`src/rtl/store_commit_ctrl.sv`:
```
// Store commit gate: passes commits to the store buffer and holds them back while a fence drains it.
// Define STORE_COMMIT_WDOG_EN to build in the drain watchdog (wdog_err_o); otherwise it is tied to 0.
module store_commit_ctrl #(
  parameter int unsigned WDOG_CYCLES = 1024,
  parameter int unsigned CNT_W       = 32
) (
  input  logic             clk_i,
  input  logic             rst_ni,
  input  logic             commit_valid_i,
  output logic             commit_ready_o,
  input  logic             flush_i,
  input  logic             fence_req_i,
  output logic             fence_done_o,
  output logic             sb_commit_o,
  input  logic             sb_commit_ready_i,
  input  logic             sb_no_st_pending_i,
  input  logic             sb_empty_i,
  output logic [CNT_W-1:0] commit_cnt_o,
  output logic             wdog_err_o
);

  typedef enum logic [1:0] {IDLE, DRAIN, DONE} state_e;

  state_e           state_q, state_d;
  logic [CNT_W-1:0] cnt_q, cnt_d;
  logic             commit_go;

  if (WDOG_CYCLES < 2) begin : g_bad_cfg
    $error("store_commit_ctrl: WDOG_CYCLES must be >= 2");
  end

  // A commit in the fence-request cycle is still issued, so it orders ahead of the fence.
  always_comb begin
    state_d   = state_q;
    commit_go = 1'b0;
    case (state_q)
      IDLE: begin
        commit_go = commit_valid_i & sb_commit_ready_i & ~flush_i;
        if (fence_req_i) state_d = DRAIN;
      end
      DRAIN:   if (sb_empty_i & sb_no_st_pending_i) state_d = DONE;
      DONE:    state_d = IDLE;
      default: state_d = IDLE;
    endcase
    cnt_d = cnt_q + (commit_go ? CNT_W'(1) : CNT_W'(0));
  end

  always_ff @(posedge clk_i) begin
    if (!rst_ni) begin
      state_q <= IDLE;
      cnt_q   <= '0;
    end else begin
      state_q <= state_d;
      cnt_q   <= cnt_d;
    end
  end

  assign sb_commit_o    = commit_go;
  assign commit_ready_o = commit_go;
  assign fence_done_o   = (state_q == DONE);
  assign commit_cnt_o   = cnt_q;

`ifdef STORE_COMMIT_WDOG_EN
  localparam int unsigned WDOG_W = $clog2(WDOG_CYCLES + 1);
  localparam logic [WDOG_W-1:0] WDOG_MAX = WDOG_W'(WDOG_CYCLES);

  logic [WDOG_W-1:0] wdog_q, wdog_d;
  logic              err_q, err_d;

  // Counter only rises from a fresh clear on fence entry, so hitting the max marks a timeout.
  always_comb begin
    wdog_d = wdog_q;
    if (state_q == IDLE && state_d == DRAIN) wdog_d = '0;
    else if (state_q == DRAIN && wdog_q != WDOG_MAX) wdog_d = wdog_q + WDOG_W'(1);
    err_d = err_q | (wdog_d == WDOG_MAX);
  end

  always_ff @(posedge clk_i) begin
    if (!rst_ni) begin
      wdog_q <= '0;
      err_q  <= 1'b0;
    end else begin
      wdog_q <= wdog_d;
      err_q  <= err_d;
    end
  end

  assign wdog_err_o = err_q;
`else
  assign wdog_err_o = 1'b0;
`endif

endmodule

```
`config.mk`:
```
export PLATFORM = sky130hd
export DESIGN_NAME = store_commit_ctrl
export DESIGN_NICKNAME = d
export VERILOG_FILES = /design/src/rtl/store_commit_ctrl.sv
export SDC_FILE = /design/constraint.sdc
export NUM_CORES = 1
export LEC_CHECK = 0
export CAP_MARGIN = 0
export CORE_MARGIN = 2
export CORE_UTILIZATION = 48
export DETAILED_ROUTE_END_ITERATION = 16
export PLACE_DENSITY = 0.79
export SLEW_MARGIN = 10
export SYNTH_ARGS = -nofsm -noshare
export SYNTH_HDL_FRONTEND = slang
export SYNTH_SLANG_ARGS = --single-unit
export TNS_END_PERCENT = 5
```
`constraint.sdc`:
```
create_clock -name clk_i -period 3.1 [get_ports clk_i]
set_input_delay 0.62 -clock clk_i [delete_from_list [all_inputs] [get_ports clk_i]]
set_output_delay 0.62 -clock clk_i [all_outputs]
set_load 0.01 [all_outputs]
```
# Yosys cells after proc, flatten, opt, wreduce, memory -nomap -nowiden
# Cells that the tools add are included.
# word_totals
in_bits,8
ff_bits,34
out_inout_bits,36
wordCells,18
# op_classes
reduce_logical,2
eq_ne,4
bitwise,4
mux,5
add_sub_neg,1
# op_table
operator,count
32-bit by 1-bit adder with 32-bit output,1
2-bit two-way mux,2
2-bit != test (second input constant),2
2-bit case mux with 2 select lines,1
1-bit bitwise AND,3
2-bit by 1-bit == test with 1-bit output (second input constant),1
2-bit == test (second input constant),1
2-bit logical NOT,1
1-bit two-way mux,2
2-bit AND reduction,1
1-bit NOT,1

# Depth between registers and ports, before layout
# Gate-level depths: netlist of the first run.
# logic_depth
ltp_word,5
depth_mapped,9
ltp_nobuf,8

# Worst setup path after synthesis of the first run
# OpenSTA, ideal clock, no wires.
# synth_timing
path_type,input to register
startpoint,input port flush_i
endpoint,register cnt_q[30] (netlist: commit_cnt_o[30])
t_arrival_ns,3.151
slack_ns,-0.123
n_path_buf,1
required_time_ns,3.028
path_stages,8
path_cell_list,nor4_1 -> ha_1 -> ha_1 -> nand3_1 -> or4_4 -> clkbuf_1 -> nor4_1 -> mux2i_1
# synth_between
elab_chain_len,5
# synth_rtl
item,line,rtl
from (decl),11,"input logic flush_i,"
1-bit NOT,38,commit_go = commit_valid_i & sb_commit_ready_i & ~flush_i;
1-bit bitwise AND,38,
1-bit two-way mux,36,case (state_q)
1-bit two-way mux,45,cnt_d = cnt_q + (commit_go ? CNT_W'(1) : CNT_W'(0));
32-bit by 1-bit adder with 32-bit output,45,
to (signal assigned),54,cnt_q <= cnt_d;
to (decl),25,"logic [CNT_W-1:0] cnt_q, cnt_d;"
# Every way passes these cells.
# A chain may end at the register's enable or synchronous reset.

# Final worst setup path of the first run
# layout_timing
startpoint,input port commit_valid_i
endpoint,register cnt_q[20] (netlist: commit_cnt_o[20])
# layout_between
elab_chain_len,5
# layout_rtl
item,line,rtl
from (decl),9,"input logic commit_valid_i,"
1-bit bitwise AND (2 in series),38,
1-bit two-way mux,36,
1-bit two-way mux,45,
32-bit by 1-bit adder with 32-bit output,45,
# Every way passes these cells.

==> flow_metrics.tcl, run 1 <==
set metrics [dict create \
    outcome "finished, final reports clean" \
    synth_most_common_cell "dfxtp_1" \
    synth.distinct_cells 32 \
    met2_length_mm 1.63 \
    dieArea_um2 3900 \
    avgSynthCellArea_um2 8.44 \
    postCtsSetupRepairBufs 0 \
    wl_per_cell_um 12.4 \
    ir_drop_v 0.000273 \
    dpl.hpwl_mm 2.66 \
    startpoint_type "input pin" \
    ys_seq_area_frac 0.416 \
    clockBufferDepth 2 \
    die_h_um 62.4 \
    cts_resized 0 \
    drt-met1-wl_mm 1.68 \
    setup_viol 0 \
    cts-root-buf "clkbuf_4" \
    path_clk_slew_ns 0.10 \
    drc_errors 0 \
    cp_max_fo 8 \
    leakage_uw 0.000706 \
    drv_cap 0 \
    place_congestion 0.789 \
    power_uw 732 \
    final_layout_size_suffix_gt1_frac 0.110 \
    ctsHoldBuffers 0 \
    min_period_ns 2.82 \
    antenna_found_initial 0 \
    yosys.area_share.simple 0.327 \
    netlist_instances 194 \
    worst_hold_path_type "reg2reg" \
    required_ns 3.38 \
    synthMuxAreaShare 0.0306 \
    synthAdderAreaFrac 0.0229 \
    cp-end-kind "register" \
    rows 21 \
    drt_first_iter_violations 120 \
    yosys_warnings 0 \
    tritoncts "built" \
    r2r_setup_slack_ns 0.58 \
    arrival_ns 3.10 \
    initial_core_util 0.495 \
    insertion_delay_ns 0.34 \
    p_per_area_nw_per_um2 329 \
    port_buffers 42 \
    final_area_um2 2220 \
    detail-route-antenna-nets 0 \
    skew_ns 0.00692 \
    numCtsBuffers 5 \
    num_antenna_cells 0 \
    wl_met3_um 256 \
    yosys-top-cells-count "dfxtp_1, nand2_1, a21oi_1" \
    synth_nets 205 \
    wl_mm 3.61 \
    coreArea_um2 3310 \
    ys_async_sr_fraction 0 \
    path_class "in2reg" \
    ys_seq_elements 34 \
    overflow 0 \
    report.final.slew_viol_count 0 \
    grt_start_max_net_pins 19 \
    die_w_um 62.4 \
    synth_top_area_share 0.416 \
    whs_ns 0.484 \
    grt_usage 0.197 \
    synth_area_um2 1640 \
    num_vias 1607 \
    grt_pass1_vias 1375 \
    synth_top_family_by_area "simple AND/OR/NAND/NOR gates" \
    synth_xor_area_frac 0.0481 \
    place_area_um2 2160 \
    drtPass1Iterations 4 \
    io_pins 44 \
    viasPerCell 5.50 \
    synth_compound_area_frac 0.112 \
    finalCritPeriodShare 0.910 \
    yosysTopAreaCell "dfxtp_1" \
    final-hold-violation-count 0 \
    grt_pass1_wl_mm 6.27 \
    topRoutingLayerUsed "met4" \
    rsz0062_at_grt "false" \
    synth_edf_count 0 \
    yosys_most_used_dff "dfxtp_1" \
    fmax_mhz 355 \
    ys_top_cells_by_area "dfxtp_1, a21oi_1, or4_1" \
    nets 256 \
    clock_sinks 34 \
    area_delta_synth_final_pct 35.7 \
    h-tree-depth 2 \
]
==> layer usage <==
metal | GRT usage | vias up
met3 | 0.0559 | 5
met4 | 0.0583 | 0
met2 | 0.301 | 54
li1 | - | 803
met5 | 0 | -
met1 | 0.271 | 745
==> worst max-delay path, stage by stage <==
cell             delay, ns
clkdlybuf4s50_1       0.45
nand2_1               0.06
nor4_2                0.19
ha_1                  0.23
ha_1                  0.17
nand3_1               0.11
or4_4                 0.61
or4_1                 0.52
a21oi_1               0.15
==> cells in the final DEF, fill, tap and decap left out, types with 2 or more instances in the layout <==
cell,Yosys,final
clkdlybuf4s50_1,0,42
nand4_1,6,6
and3_1,2,2
dfxtp_1,34,34
xnor2_1,5,5
nand2b_1,5,5
nor3_1,3,3
buf_4,2,11
ha_1,3,3
nor2_1,10,10
mux2i_1,5,5
nand2_1,18,18
o31ai_1,7,7
or3_1,9,9
and2_1,2,2
a21oi_1,16,16
or4_1,10,10
or4_4,3,3
o21ai_0,10,10
nor4_1,7,6
nand3_1,12,12
xor2_1,4,4
inv_1,6,6
clkbuf_4,0,5
==> cell type report <==
type	count	area [um2]
Clock buffer	7	55.1
Clock inverter	1	5.00
Fill cell	281	1090
Inverter	7	26.3
Multi-Input combinational cell	144	895
Sequential cell	34	681
Tap cell	46	57.6
Timing Repair Buffer	53	503
==> power by group <==
part	internal, uW	leakage [uW]	total [uW]	switching, uW
registers	439	0.000274	441	2.56
clock network	110	0.0000353	258	148
logic	16.9	0.000397	32.7	15.9
==> sequential cells by signal, indices dropped and copies added (netlist names) <==
signal / count
commit_cnt_o: 32
state_q: 2
==> cell families (layout without fill, tap and decap cells) <==
group	count (synthesis)	after routing
AO/OA/AOI/OAI	33	33
XOR/XNOR	9	9
adder cells (fa/ha/maj)	3	3
buffers and inverters	16	68
flip-flops	34	34
multiplexers	5	5
other	1	1
AND/OR/NAND/NOR	93	93
==> path summary, 6_finish.rpt <==
kind                                             startpoint                     endpoint  cells past startpoint
worst max register to register      state_q[1]$_SDFFE_PN0P_  commit_cnt_o[20]$_SDFF_PN0_                      7
worst min register to register  commit_cnt_o[31]$_SDFF_PN0_  commit_cnt_o[31]$_SDFF_PN0_                      2
worst min-delay path            commit_cnt_o[31]$_SDFF_PN0_  commit_cnt_o[31]$_SDFF_PN0_                      2
worst max-delay path                         commit_valid_i  commit_cnt_o[20]$_SDFF_PN0_                      9
==> stage by stage <==
| stage | cells | setup WS (ns) | TNS, ns | util |
|---|---|---|---|---|
| final | 292 | 0.279 | 0 | 0.671 |
| after global routing | 292 | 0.0725 | 0 | 0.671 |
| after floorplan | 194 | 0.109 | 0 | - |
| after detailed placement | 284 | -0.0710 | -0.386 | 0.653 |
| after global placement | 284 | -0.0185 | -0.0751 | 0.653 |
| after CTS | 292 | 0.287 | 0 | 0.671 |
(Power assumes the default switching activity.)
==> run 2: changes to the inputs <==
--- a/config.mk
+++ b/config.mk
@@ -9,9 +9,10 @@
 export CORE_MARGIN = 2
 export CORE_UTILIZATION = 48
 export DETAILED_ROUTE_END_ITERATION = 16
+export GPL_TIMING_DRIVEN = 0
 export PLACE_DENSITY = 0.79
 export SLEW_MARGIN = 10
 export SYNTH_ARGS = -nofsm -noshare
 export SYNTH_HDL_FRONTEND = slang
 export SYNTH_SLANG_ARGS = --single-unit
-export TNS_END_PERCENT = 5
+export TNS_END_PERCENT = 30
==> run 2 against run 1 <==
  * Clock-buffer cell count down 1
  * Via count down 0.19%
  * Highest routed layer unchanged
  * Worst hold slack better by 0.0079 ns
  * Global-route usage up 1.5 points
  * Setup slack worse by 0.10 ns
  * Maximum frequency down 3.6%
  * Die area unchanged
  * First-iteration DRC count up 13%
  * Critical path depth up 1
  * Clock power up 67%
  * Largest cell class unchanged
  * Cell count up 0.34%
==> flow_metrics.tcl, run 2 (synthesis results as in run 1) <==
set metrics [dict create \
    outcome "finished, final reports clean" \
    initial_core_util 0.495 \
    area_delta_synth_final_pct 39.7 \
    numCtsBuffers 5 \
    finalCritPeriodShare 0.944 \
    wl_per_cell_um 13.0 \
    place_congestion 0.801 \
    viasPerCell 5.47 \
    drtPass1Iterations 6 \
    startpoint_type "input pin" \
    drv_cap 0 \
    min_period_ns 2.93 \
    overflow 0 \
    num_antenna_cells 0 \
    ctsHoldBuffers 0 \
    path_clk_slew_ns 0.12 \
    layout_common_cells "clkdlybuf4s50_1, dfxtp_1, nand2_1" \
    final_area_um2 2290 \
    grt_pass1_wl_mm 6.67 \
    place_area_um2 2120 \
    clockBufferDepth 2 \
    fmax_mhz 342 \
    hold_depth 2 \
    tritoncts "built" \
    insertion_delay_ns 0.35 \
    detail-route-antenna-nets 0 \
    required_ns 3.39 \
    die_h_um 62.4 \
    clock_sinks 34 \
    port_buffers 42 \
    num_vias 1604 \
    grt_start_max_net_pins 12 \
    grt_pass1_vias 1434 \
    final_layout_size_suffix_gt1_frac 0.109 \
    rows 21 \
    reg2regPathDepth 8 \
    wl_mm 3.81 \
    dpl.hpwl_mm 2.70 \
    drt_first_iter_violations 136 \
    ir_drop_v 0.000266 \
    report.final.slew_viol_count 0 \
    final-hold-violation-count 0 \
    final_cells 293 \
    largest_register_ffs 32 \
    worstMarginPinSlew_ns 0.504 \
    antenna_found_initial 0 \
    io_pins 44 \
    timing.slew.headroom 0.664 \
    worst_hold_path_type "reg2reg" \
    p_per_area_nw_per_um2 397 \
    final_common_cell "clkdlybuf4s50_1" \
    grt_usage 0.212 \
    placed_cells 282 \
    power_uw 908 \
    die_w_um 62.4 \
    drc_errors 0 \
    skew_ns 0.0149 \
    h-tree-depth 2 \
    coreArea_um2 3310 \
    rsz0062_at_grt "false" \
    cp_max_fo 9 \
    arrival_ns 3.21 \
    cts-root-buf "clkbuf_4" \
    nets 257 \
    dieArea_um2 3900 \
    path_class "in2reg" \
    setup_viol 0 \
    leakage_uw 0.000728 \
    cp-end-kind "register" \
]
## run 2: repair_timing
item / 4_1_cts / 5_1_grt
buffers inserted: 0 / 3
setup endpoints to repair: 3 / 6
pin swaps: 0 / 3
resized for setup: 3 / 5
## run 2: per-stage QoR
stage                     setup TNS (ns)  setup WS [ns]  utilization  hold WS [ns]
after floorplan                        0          0.109            -         0.455
after global placement             -3.32         -0.549        0.641         0.469
after detailed placement           -3.16         -0.516        0.641         0.479
after CTS                              0         0.0250        0.680         0.495
after global routing                   0         0.0388        0.691         0.527
final                                  0          0.175        0.691         0.492
## run 2: cell type report
| cell class | instances | area, um2 |
|---|---|---|
| Clock buffer | 6 | 51.3 |
| Buffer | 9 | 46.3 |
| Inverter | 7 | 26.3 |
| Tap cell | 46 | 57.6 |
| Clock inverter | 2 | 60.1 |
| Fill cell | 298 | 1020 |
| Timing Repair Buffer | 45 | 443 |
| Sequential cell | 34 | 681 |
| Multi-Input combinational cell | 144 | 923 |
## run 2: final timing paths
| check | start | to | slack, ns |
|---|---|---|---|
| worst min-delay path | commit_cnt_o[30]$_SDFF_PN0_ | commit_cnt_o[30]$_SDFF_PN0_ | 0.49 |
| worst max register to register | state_q[1]$_SDFFE_PN0P_ | commit_cnt_o[31]$_SDFF_PN0_ | 0.55 |
| worst max-delay path | commit_valid_i | commit_cnt_o[31]$_SDFF_PN0_ | 0.17 |
| worst min register to register | commit_cnt_o[30]$_SDFF_PN0_ | commit_cnt_o[30]$_SDFF_PN0_ | 0.49 |
## run 2: power breakdown
group	internal [uW]	switching (uW)
Combinational	18.3	16.9
Clock	273	158
Sequential	439	3.04
## run 2: per-layer routing
layer	routed length, um	GRT usage	vias up
met2	1730	0.315	54
met5	0	0	-
met4	55	0.0806	0
li1	-	-	807
met3	258	0.0703	6
met1	1770	0.285	737
## run 2: critical path: stages
cell             delay, ns
clkdlybuf4s50_1       0.45
nand2_1               0.08
nor4_4                0.27
ha_2                  0.24
buf_4                 0.11
nand4_1               0.14
or4_1                 0.48
buf_2                 0.18
or4_1                 0.48
a21oi_1               0.15
